$ cat config.mk
export PLATFORM = sky130hd
export DESIGN_NAME = if_fetch
export DESIGN_NICKNAME = d
export VERILOG_FILES = /design/src/rtl/if_fetch_pkg.sv /design/src/rtl/if_skid_buf.sv /design/src/rtl/if_fetch.sv
export SDC_FILE = /design/constraint.sdc
export NUM_CORES = 1
export LEC_CHECK = 0
export ABC_AREA = 1
export BUFFER_PORTS_ARGS = -buffer_cell sky130_fd_sc_hd__buf_4
export CAP_MARGIN = 20
export CORE_UTILIZATION = 25
export DETAILED_ROUTE_END_ITERATION = 8
export GPL_TIMING_DRIVEN = 0
export PLACE_DENSITY_LB_ADDON = 0.25
export SLEW_MARGIN = 10
export SYNTH_ARGS = -nofsm -noshare
export SYNTH_HDL_FRONTEND = slang
export SYNTH_SLANG_ARGS = --single-unit
$ cat constraint.sdc
create_clock -name clk -period 1.55 [get_ports clk]
set_input_delay 0.2325 -clock clk [delete_from_list [all_inputs] [get_ports clk]]
set_output_delay 0.2325 -clock clk [all_outputs]
set_load 0.01 [all_outputs]
$ cat src/rtl/if_fetch_pkg.sv
// Shared definitions for the GeMIPS instruction-fetch front end.
package if_fetch_pkg;

  typedef enum logic {
    S_FETCH = 1'b0,
    S_DRAIN = 1'b1
  } fetch_state_t;

  localparam logic [31:0] NOP_INST  = 32'h0000_0000;
  localparam logic [31:0] INST_STEP = 32'd4;

endpackage

$ cat src/rtl/if_skid_buf.sv
// One-entry holding register that catches a fetched instruction while IF/ID is stalled.
module if_skid_buf
  import if_fetch_pkg::*;
(
  input  logic        clk,
  input  logic        rst,
  input  logic        load,
  input  logic        unload,
  input  logic        flush,
  input  logic [31:0] load_pc,
  input  logic [31:0] load_inst,
  output logic        valid,
  output logic [31:0] pc,
  output logic [31:0] inst
);

  // A load in the same cycle as an unload refills the entry
  always_ff @(posedge clk) begin
    if (rst || flush) begin
      valid <= 1'b0;
      pc    <= 32'h0;
      inst  <= NOP_INST;
    end else if (load) begin
      valid <= 1'b1;
      pc    <= load_pc;
      inst  <= load_inst;
    end else if (unload) begin
      valid <= 1'b0;
    end
  end

endmodule

$ cat src/rtl/if_fetch.sv
// IF-stage fetch front end: PC, single-outstanding imem port, skid and IF/ID output register.
module if_fetch
  import if_fetch_pkg::*;
#(
  parameter logic [31:0] RESET_PC = 32'h0000_0000
) (
  input  logic        clk,
  input  logic        rst,
  input  logic        stall,
  input  logic        branch_flag,
  input  logic [31:0] branch_target,
  output logic        imem_req,
  output logic [31:0] imem_addr,
  input  logic        imem_ack,
  input  logic [31:0] imem_rdata,
  output logic [31:0] if_pc,
  output logic [31:0] if_inst,
  output logic        if_valid
);

  fetch_state_t state;
  logic [31:0]  fetch_pc;
  logic [31:0]  redirect_pc;
  logic [31:0]  target_aligned;
  logic         ack_accept;
  logic         skid_valid;
  logic [31:0]  skid_pc;
  logic [31:0]  skid_inst;
  logic         skid_load;
  logic         skid_unload;

  assign target_aligned = branch_target & ~32'h3;
  assign imem_req  = !rst && (state == S_DRAIN || (state == S_FETCH && !skid_valid));
  assign imem_addr = fetch_pc;
  assign ack_accept = imem_req && imem_ack && (state == S_FETCH);

  assign skid_load   = !branch_flag && ack_accept && (stall || skid_valid);
  assign skid_unload = !branch_flag && !stall && skid_valid;

  if_skid_buf u_skid (
    .clk      (clk),
    .rst      (rst),
    .load     (skid_load),
    .unload   (skid_unload),
    .flush    (branch_flag),
    .load_pc  (fetch_pc),
    .load_inst(imem_rdata),
    .valid    (skid_valid),
    .pc       (skid_pc),
    .inst     (skid_inst)
  );

  // A redirect outranks stall; in S_DRAIN the old response is swallowed before refetching
  always_ff @(posedge clk) begin
    if (rst) begin
      fetch_pc    <= RESET_PC;
      redirect_pc <= RESET_PC;
      state       <= S_FETCH;
      if_valid    <= 1'b0;
      if_pc       <= 32'h0;
      if_inst     <= NOP_INST;
    end else if (branch_flag) begin
      if_valid <= 1'b0;
      if_pc    <= 32'h0;
      if_inst  <= NOP_INST;
      if (state == S_DRAIN) begin
        if (imem_ack) begin
          fetch_pc <= target_aligned;
          state    <= S_FETCH;
        end else begin
          redirect_pc <= target_aligned;
        end
      end else if (imem_req && !imem_ack) begin
        redirect_pc <= target_aligned;
        state       <= S_DRAIN;
      end else begin
        fetch_pc <= target_aligned;
      end
    end else begin
      if (state == S_DRAIN) begin
        if (imem_ack) begin
          fetch_pc <= redirect_pc;
          state    <= S_FETCH;
        end
      end else if (ack_accept) begin
        fetch_pc <= fetch_pc + INST_STEP;
      end

      if (!stall) begin
        if (skid_valid) begin
          if_valid <= 1'b1;
          if_pc    <= skid_pc;
          if_inst  <= skid_inst;
        end else if (ack_accept) begin
          if_valid <= 1'b1;
          if_pc    <= fetch_pc;
          if_inst  <= imem_rdata;
        end else begin
          if_valid <= 1'b0;
          if_pc    <= 32'h0;
          if_inst  <= NOP_INST;
        end
      end
    end
  end

endmodule

==> reports/qor.yml, run 1 <==
dp_hpwl_um: 22560
io_buffers: 160
diodes: 0
final_cell_area_um2: 12270
die_w_um: 183.2
crit_required_ns: 1.90
grt.total_usage: 0.1899
avgViaCountPerCell: 4.900
drc: 0
synth.distinct_cells: 28
drt-total-wl_um: 32670
tightest_slew_ns: 0.8068
gp_congestion: 0.8754
min-delay-path-class: "primary input to register"
setup.worst_path.start_class: "register"
dr_total_vias: 8971
syn_inst: 1153
antenna_found_initial: 0
wl_per_cell_um: 17.84
synth.avg_cell_area_um2: 7.115
start_util: 0.2573
intPower_mw: 7.979
cts-htree-levels: 4
final.setup_skew_ns: 0.01491
grt_max_degree: 22
setup_viol: 36
wl_met2_um: 14980
drt_pass1_iterations: 5
path_cells: "inv_4 > o21ai_4 > nor2_2 > nand2_2 > nor3_4 > buf_6 > buf_12 > clkbuf_16 > nor2_1 > a211oi_1"
cts.sinks: 188
yosysWarnings: 0
wl_met3_um: 2250
synth_seq_cells: 188
clk_pin_slew_ns: 0.09
cts_tree: "yes"
period_needed_ns: 1.613
seq_area_frac_synth: 0.4587
total_power_mw: 11.64
wl_met1_um: 14890
dp_cells: 1749
status: "finished, violations left"
p_per_area_nw_per_um2: 948.3
cap_violations: 0
combPwrFrac: 0.155
r2r_setup_slack_ns: -0.06
drive_gt1_frac: 0.3374
finalNetCount: 1453
worst-setup-path-type: "register to register"
cp_slowest_cell: "dfxtp_4"
slew-limit-headroom: 0.4621
critPathCaptureType: "register"
max_stage_delay_ns: 0.40
clock.fmax_mhz: 620.1
crit_path_max_fanout: 7
fin_cells: 1831
fin_crit_sh: 1.040
top_layer_used: "met4"
violations: "setup timing"
slew_viol_final: 0
area_growth_pct: 49.57
synth_area_um2: 8204
grt_pass1_vias: 8337
fin_util: 0.3849
clk_latency_ns: 0.45
switching_share: 0.3143
cts_buffers: 17
cts_root_buffer: "clkbuf_16"
overflow: 0
worstPathArrival_ns: 1.96
drtAntennaViolNets: 0
hold_violations: 0
p_seq_frac: 0.450
final.fill_count: 3362
irDropWorstVdd_mv: 0.7804
pwr-share-clk: 0.395
rows: 65
clockBufferDepth: 2
p_leak_nw: 4.745
setup_tns_ns: -0.8568
grt_pass1_wl_um: 48890
first_iter_violations: 659
place_area_um2: 9965
die_h_um: 183.2
dieArea_um2: 33550
setup_slack_ns: -0.06260
core_region_area_um2: 31880
io_pins: 167
switchingPower_mw: 3.657
grt_setup_unrepaired: "yes"
## cells in the mapped netlist
library cell	count	share of area
a2111oi_0	25	0.027
o21ai_0	162	0.099
buf_1	2	0.00092
o21ai_1	3	0.0018
nor2_2	3	0.0023
and2_1	2	0.0015
nor2_1	185	0.085
ha_1	1	0.0015
nand3_1	34	0.021
or2_2	2	0.0015
inv_2	4	0.0018
o211ai_1	2	0.0018
a31oi_1	2	0.0015
nand2_1	181	0.083
clkinv_1	1	0.00046
conb_1	1	0.00046
inv_1	69	0.032
a21oi_1	168	0.10
xor2_1	5	0.0053
a211oi_1	9	0.0082
buf_4	4	0.0037
a221oi_1	17	0.018
nor3_1	2	0.0012
dfxtp_1	188	0.46
nand3b_1	1	0.00092
clkbuf_1	65	0.030
buf_2	14	0.0085
nor3_4	1	0.0020
## kinds of logic (layout without fill, tap and decap cells)
group | Yosys count | count (layout) | synth area share
AO/OA/AOI/OAI | 388 | 388 | 0.2596
XOR/XNOR | 5 | 5 | 0.005338
adder cells (fa/ha/maj) | 1 | 1 | 0.001525
buffers and inverters | 159 | 401 | 0.07671
flip-flops | 188 | 188 | 0.4587
other | 1 | 2 | 0.0004571
AND/OR/NAND/NOR | 411 | 411 | 0.1977
## final cells by class
class                           count  area [um2]  share of cell area
Clock inverter                     15       192.7             0.01570
Tap cell                          435       544.3             0.04436
Timing Repair Buffer              214        1765              0.1439
Multi-Input combinational cell    807        4598              0.3747
Sequential cell                   188        3847              0.3136
Timing Repair inverter              1       8.758           0.0007138
Inverter                           74       305.3             0.02488
Buffer                             80       583.1             0.04752
Clock buffer                       17       425.4             0.03467
## through the flow
stage,setup WS (ns),hold WS [ns]
after CTS,-0.1048,0.002274
after detailed placement,-0.6953,0.4246
final,-0.06260,0.02091
after global routing,-0.1300,0.01565
after global placement,-0.6476,0.4264
after floorplan,0.006705,0.3110
## worst paths after layout
kind | startpoint | cells past startpoint | endpoint
min | imem_rdata[10] | 3 | u_skid.inst[10]
max reg2reg | u_skid.valid | 10 | u_skid.pc[7]
min reg2reg | redirect_pc[4] | 2 | redirect_pc[4]
max | u_skid.valid | 10 | u_skid.pc[7]
## placed cells by master, fill, tap and decap left out, types with 5 or more instances in the layout
master       n
a2111oi_2   11
o21ai_1     26
nand3_2      5
a221oi_1    13
a2111oi_4    9
buf_6        7
clkbuf_4     5
inv_1       63
dfxtp_2     10
o21ai_2     11
buf_2        6
nor2_4      23
nand2_2     11
nor2_1     136
dfxtp_4     19
nor2_2      29
nand3_1     29
nand2_1    165
nand2_4      5
xor2_1       5
buf_12       5
clkbuf_1    32
clkinv_8     7
a21oi_2     22
a211oi_1     7
buf_8       10
clkbuf_16   24
clkbuf_2    12
a21oi_1    145
o21ai_0    125
dfxtp_1    159
buf_4      204
## sequential cells by signal, summed over array words and instances (netlist names)
register / flops
if_valid: 1
imem_addr: 30
redirect_pc: 30
u_skid.pc: 30
if_pc: 31
u_skid.valid: 1
if_inst: 32
state: 1
u_skid.inst: 32
## worst max-delay path, delay by kind of cell, from the launching register on
family,cells,cell delay [ns]
and+or+nand+nor,4,0.40
AOI/OAI and AO/OA,2,0.21
buffers and inverters,4,0.51
DFF,1,0.40
## per-layer routing
metal / vias up / global-route usage
li1: 4346 / -
met3: 39 / 0.03157
met5: - / 0
met2: 340 / 0.3072
met4: 0 / 0.04667
met1: 4246 / 0.2616
## power by group through the flow
stage	combinational [mW]	sequential (mW)	clock, mW
3_3_place_gp	1.39	5.34	0
2_1_floorplan	0.686	5.31	0
5_1_grt	1.96	5.25	4.87
3_5_place_dp	1.40	5.34	0
4_1_cts	1.60	5.22	4.69
6_report	1.81	5.23	4.60
## timing repair
| item | 4_1_cts | 5_1_grt |
|---|---|---|
| hold buffers | 2 | 0 |
| pin swaps | 17 | 41 |
| hold endpoints to repair | 2 | 0 |
| resized for setup | 216 | 193 |
| setup buffers | 21 | 25 |
| endpoints found under the setup margin | 182 | 161 |
| gates cloned | 3 | 5 |
Power figures use the tool's default switching activity.
==> inputs of run 2 (changes only) <==
--- a/config.mk
+++ b/config.mk
@@ -11,7 +11,7 @@
 export CORE_UTILIZATION = 25
 export DETAILED_ROUTE_END_ITERATION = 8
 export GPL_TIMING_DRIVEN = 0
-export PLACE_DENSITY_LB_ADDON = 0.25
+export PLACE_DENSITY = 0.51
 export SLEW_MARGIN = 10
 export SYNTH_ARGS = -nofsm -noshare
 export SYNTH_HDL_FRONTEND = slang
==> constraint.sdc (replaced) <==
create_clock -name clk -period 1.55 [get_ports clk]
set_input_delay 0.31 -clock clk [delete_from_list [all_inputs] [get_ports clk]]
set_output_delay 0.31 -clock clk [all_outputs]
set_load 0.01 [all_outputs]
==> run 2 against run 1 <==
  * Global-route usage shrank 0.35 points
  * Clock skew is essentially flat
  * Critical path type is now register to output port
  * Combinational power decreased by 8%
  * Register-to-register slack about the same
  * Wire length shrank 3.0%
  * Worst hold slack gained 0.014 ns
  * Cell count fell by 1.4%
  * Highest routed layer unchanged
  * Fmax is 0.66% lower
  * Design area down 5.5%
  * The run still ends with setup timing left
  * Worst setup slack got worse by 0.011 ns
  * Non-clock buffer count down 25
==> reports/qor.yml, run 2 (synthesis gave the netlist of run 1 again) <==
dp_cells: 1749  # unchanged
critPathCaptureType: "output port"
drt-total-wl_um: 31700  # -3.0%
drtAntennaViolNets: 0  # unchanged
p_per_area_nw_per_um2: 988.8  # +4.3%
io_buffers: 160  # unchanged
cap_violations: 0  # unchanged
grt_setup_unrepaired: "yes"
p_seq_frac: 0.457  # +0.007
violations: "setup timing"
hold_violations: 0  # unchanged
cp_num_buf_inv: 3  # -1
cts_buffers: 17  # unchanged
r2r-start: "u_skid.valid"
fin_util: 0.3637  # -0.02115
seq_area_um2: 3839  # -0.23%
clk_pin_slew_ns: 0.08  # about the same
holdWs_ns: 0.03531  # +0.01440 ns
worstPathArrival_ns: 1.31  # -0.65 ns
cts_tree: "yes"
fin_crit_sh: 1.047  # +0.006909
avgViaCountPerCell: 4.855  # -0.91%
p_leak_nw: 4.574  # -3.6%
setup_tns_ns: -1.150  # -0.2936 ns
drc: 0  # unchanged
io_pins: 167  # unchanged
core_region_area_um2: 31880  # unchanged
cts_root_buffer: "clkbuf_16"
period_needed_ns: 1.623  # +0.01071 ns
critPathTopFamily: "flip-flops"
path_cells: "inv_4 > o21ai_4 > inv_1 > buf_6"
cts-htree-levels: 4  # unchanged
reg_top3: "if_inst: 32 flops, u_skid.inst: 32 flops, if_pc: 31 flops"
grt_max_degree: 22  # unchanged
die_h_um: 183.2  # unchanged
start_util: 0.2573  # unchanged
drt_pass1_iterations: 6  # +1
dieArea_um2: 33550  # unchanged
diodes: 0  # unchanged
pwr-share-clk: 0.398  # +0.003
layout_commonest_cell: "buf_4"
switchingPower_mw: 3.555  # -2.8%
total_power_mw: 11.47  # -1.5%
min-delay-path-class: "primary input to register"
multiInputGateArea_um2: 4233  # -7.9%
slew-limit-headroom: 0.5316  # +0.06948
grt.total_usage: 0.1864  # -0.003532
crit_path_max_fanout: 5  # -2
clock.fmax_mhz: 616.0  # -0.66%
combPwrFrac: 0.146  # -0.009
overflow: 0  # unchanged
switching_share: 0.3101  # -0.004199
final_cell_mix: "buf_4, nand2_1, a21oi_1, dfxtp_1, nor2_1"
max_stage_delay_ns: 0.43  # +0.03 ns
tightest_slew_ns: 0.7026  # -0.1042 ns
grt_pass1_wl_um: 47930  # -2.0%
final.fill_count: 3398  # +1.1%
drive_gt1_frac: 0.2934  # -0.04396
finalNetCount: 1427  # -1.8%
setup_viol: 46  # +28%
setup.worst_path.start_class: "register"
first_iter_violations: 592  # -10%
clockBufferDepth: 2  # unchanged
crit_required_ns: 1.24  # -0.66 ns
dr_total_vias: 8763  # -2.3%
antenna_found_initial: 0  # unchanged
final_cell_area_um2: 11600  # -5.5%
fin_cells: 1805  # -1.4%
irDropWorstVdd_mv: 0.7770  # -0.44%
final.setup_skew_ns: 0.01485  # -0.00006240 ns
dp_slack_ns: -0.7062  # -0.01098 ns
gp_congestion: 0.8761  # about the same
intPower_mw: 7.911  # -0.85%
wl_per_cell_um: 17.56  # -1.6%
worst-setup-path-type: "register to output port"
slew_viol_final: 0  # unchanged
rows: 65  # unchanged
clk_latency_ns: 0.46  # about the same
hold_start: "imem_ack"
status: "finished, violations left"
die_w_um: 183.2  # unchanged
area_growth_pct: 41.34
cp_slowest_cell: "dfxtp_4"
place_area_um2: 9965  # unchanged
setup_slack_ns: -0.07331  # -0.01071 ns
dp_hpwl_um: 22780  # +0.96%
cp-startpoint: "u_skid.valid"
cts.sinks: 188  # unchanged
grt_pass1_vias: 8162  # -2.1%
run 2: power groups by stage:
| stage | Sequential (mW) | Clock (mW) | Combinational, mW |
|---|---|---|---|
| finish | 5.24 | 4.56 | 1.67 |
| global route | 5.25 | 4.82 | 1.82 |
| CTS | 5.23 | 4.65 | 1.52 |
| detailed placement | 5.34 | 0 | 1.40 |
| global placement | 5.35 | 0 | 1.39 |
| floorplan | 5.31 | 0 | 0.686 |
run 2: worst paths after layout:
| path | end | slack, ns | depth (start not counted) |
|---|---|---|---|
| setup / recovery | imem_req | -0.07 | 4 |
| hold / removal | state | 0.04 | 2 |
| setup reg to reg | u_skid.inst[29] | -0.06 | 9 |
| hold reg to reg | redirect_pc[9] | 0.46 | 2 |
run 2: layout make-up:
type,count,share of cell area
clock inverters,15,0.01640
clock buffers,17,0.03669
multi-input cells,807,0.3650
repair buffers,185,0.1247
flip-flops and latches,188,0.3310
inverters,74,0.02546
well taps,435,0.04694
plain buffers,84,0.05373
run 2: timing repair:
action	in CTS	in global routing
setup buffers	11	12
setup endpoints to repair	186	173
gates cloned	1	1
resized for setup	156	170
hold buffers	0	0
pin swaps	11	25
run 2: layer usage:
metal / global-route usage / wire length, um
met1: 0.2551 / 14930
met2: 0.2983 / 14320
met3: 0.02621 / 1687
met4: 0.06533 / 762
met5: 0 / 0
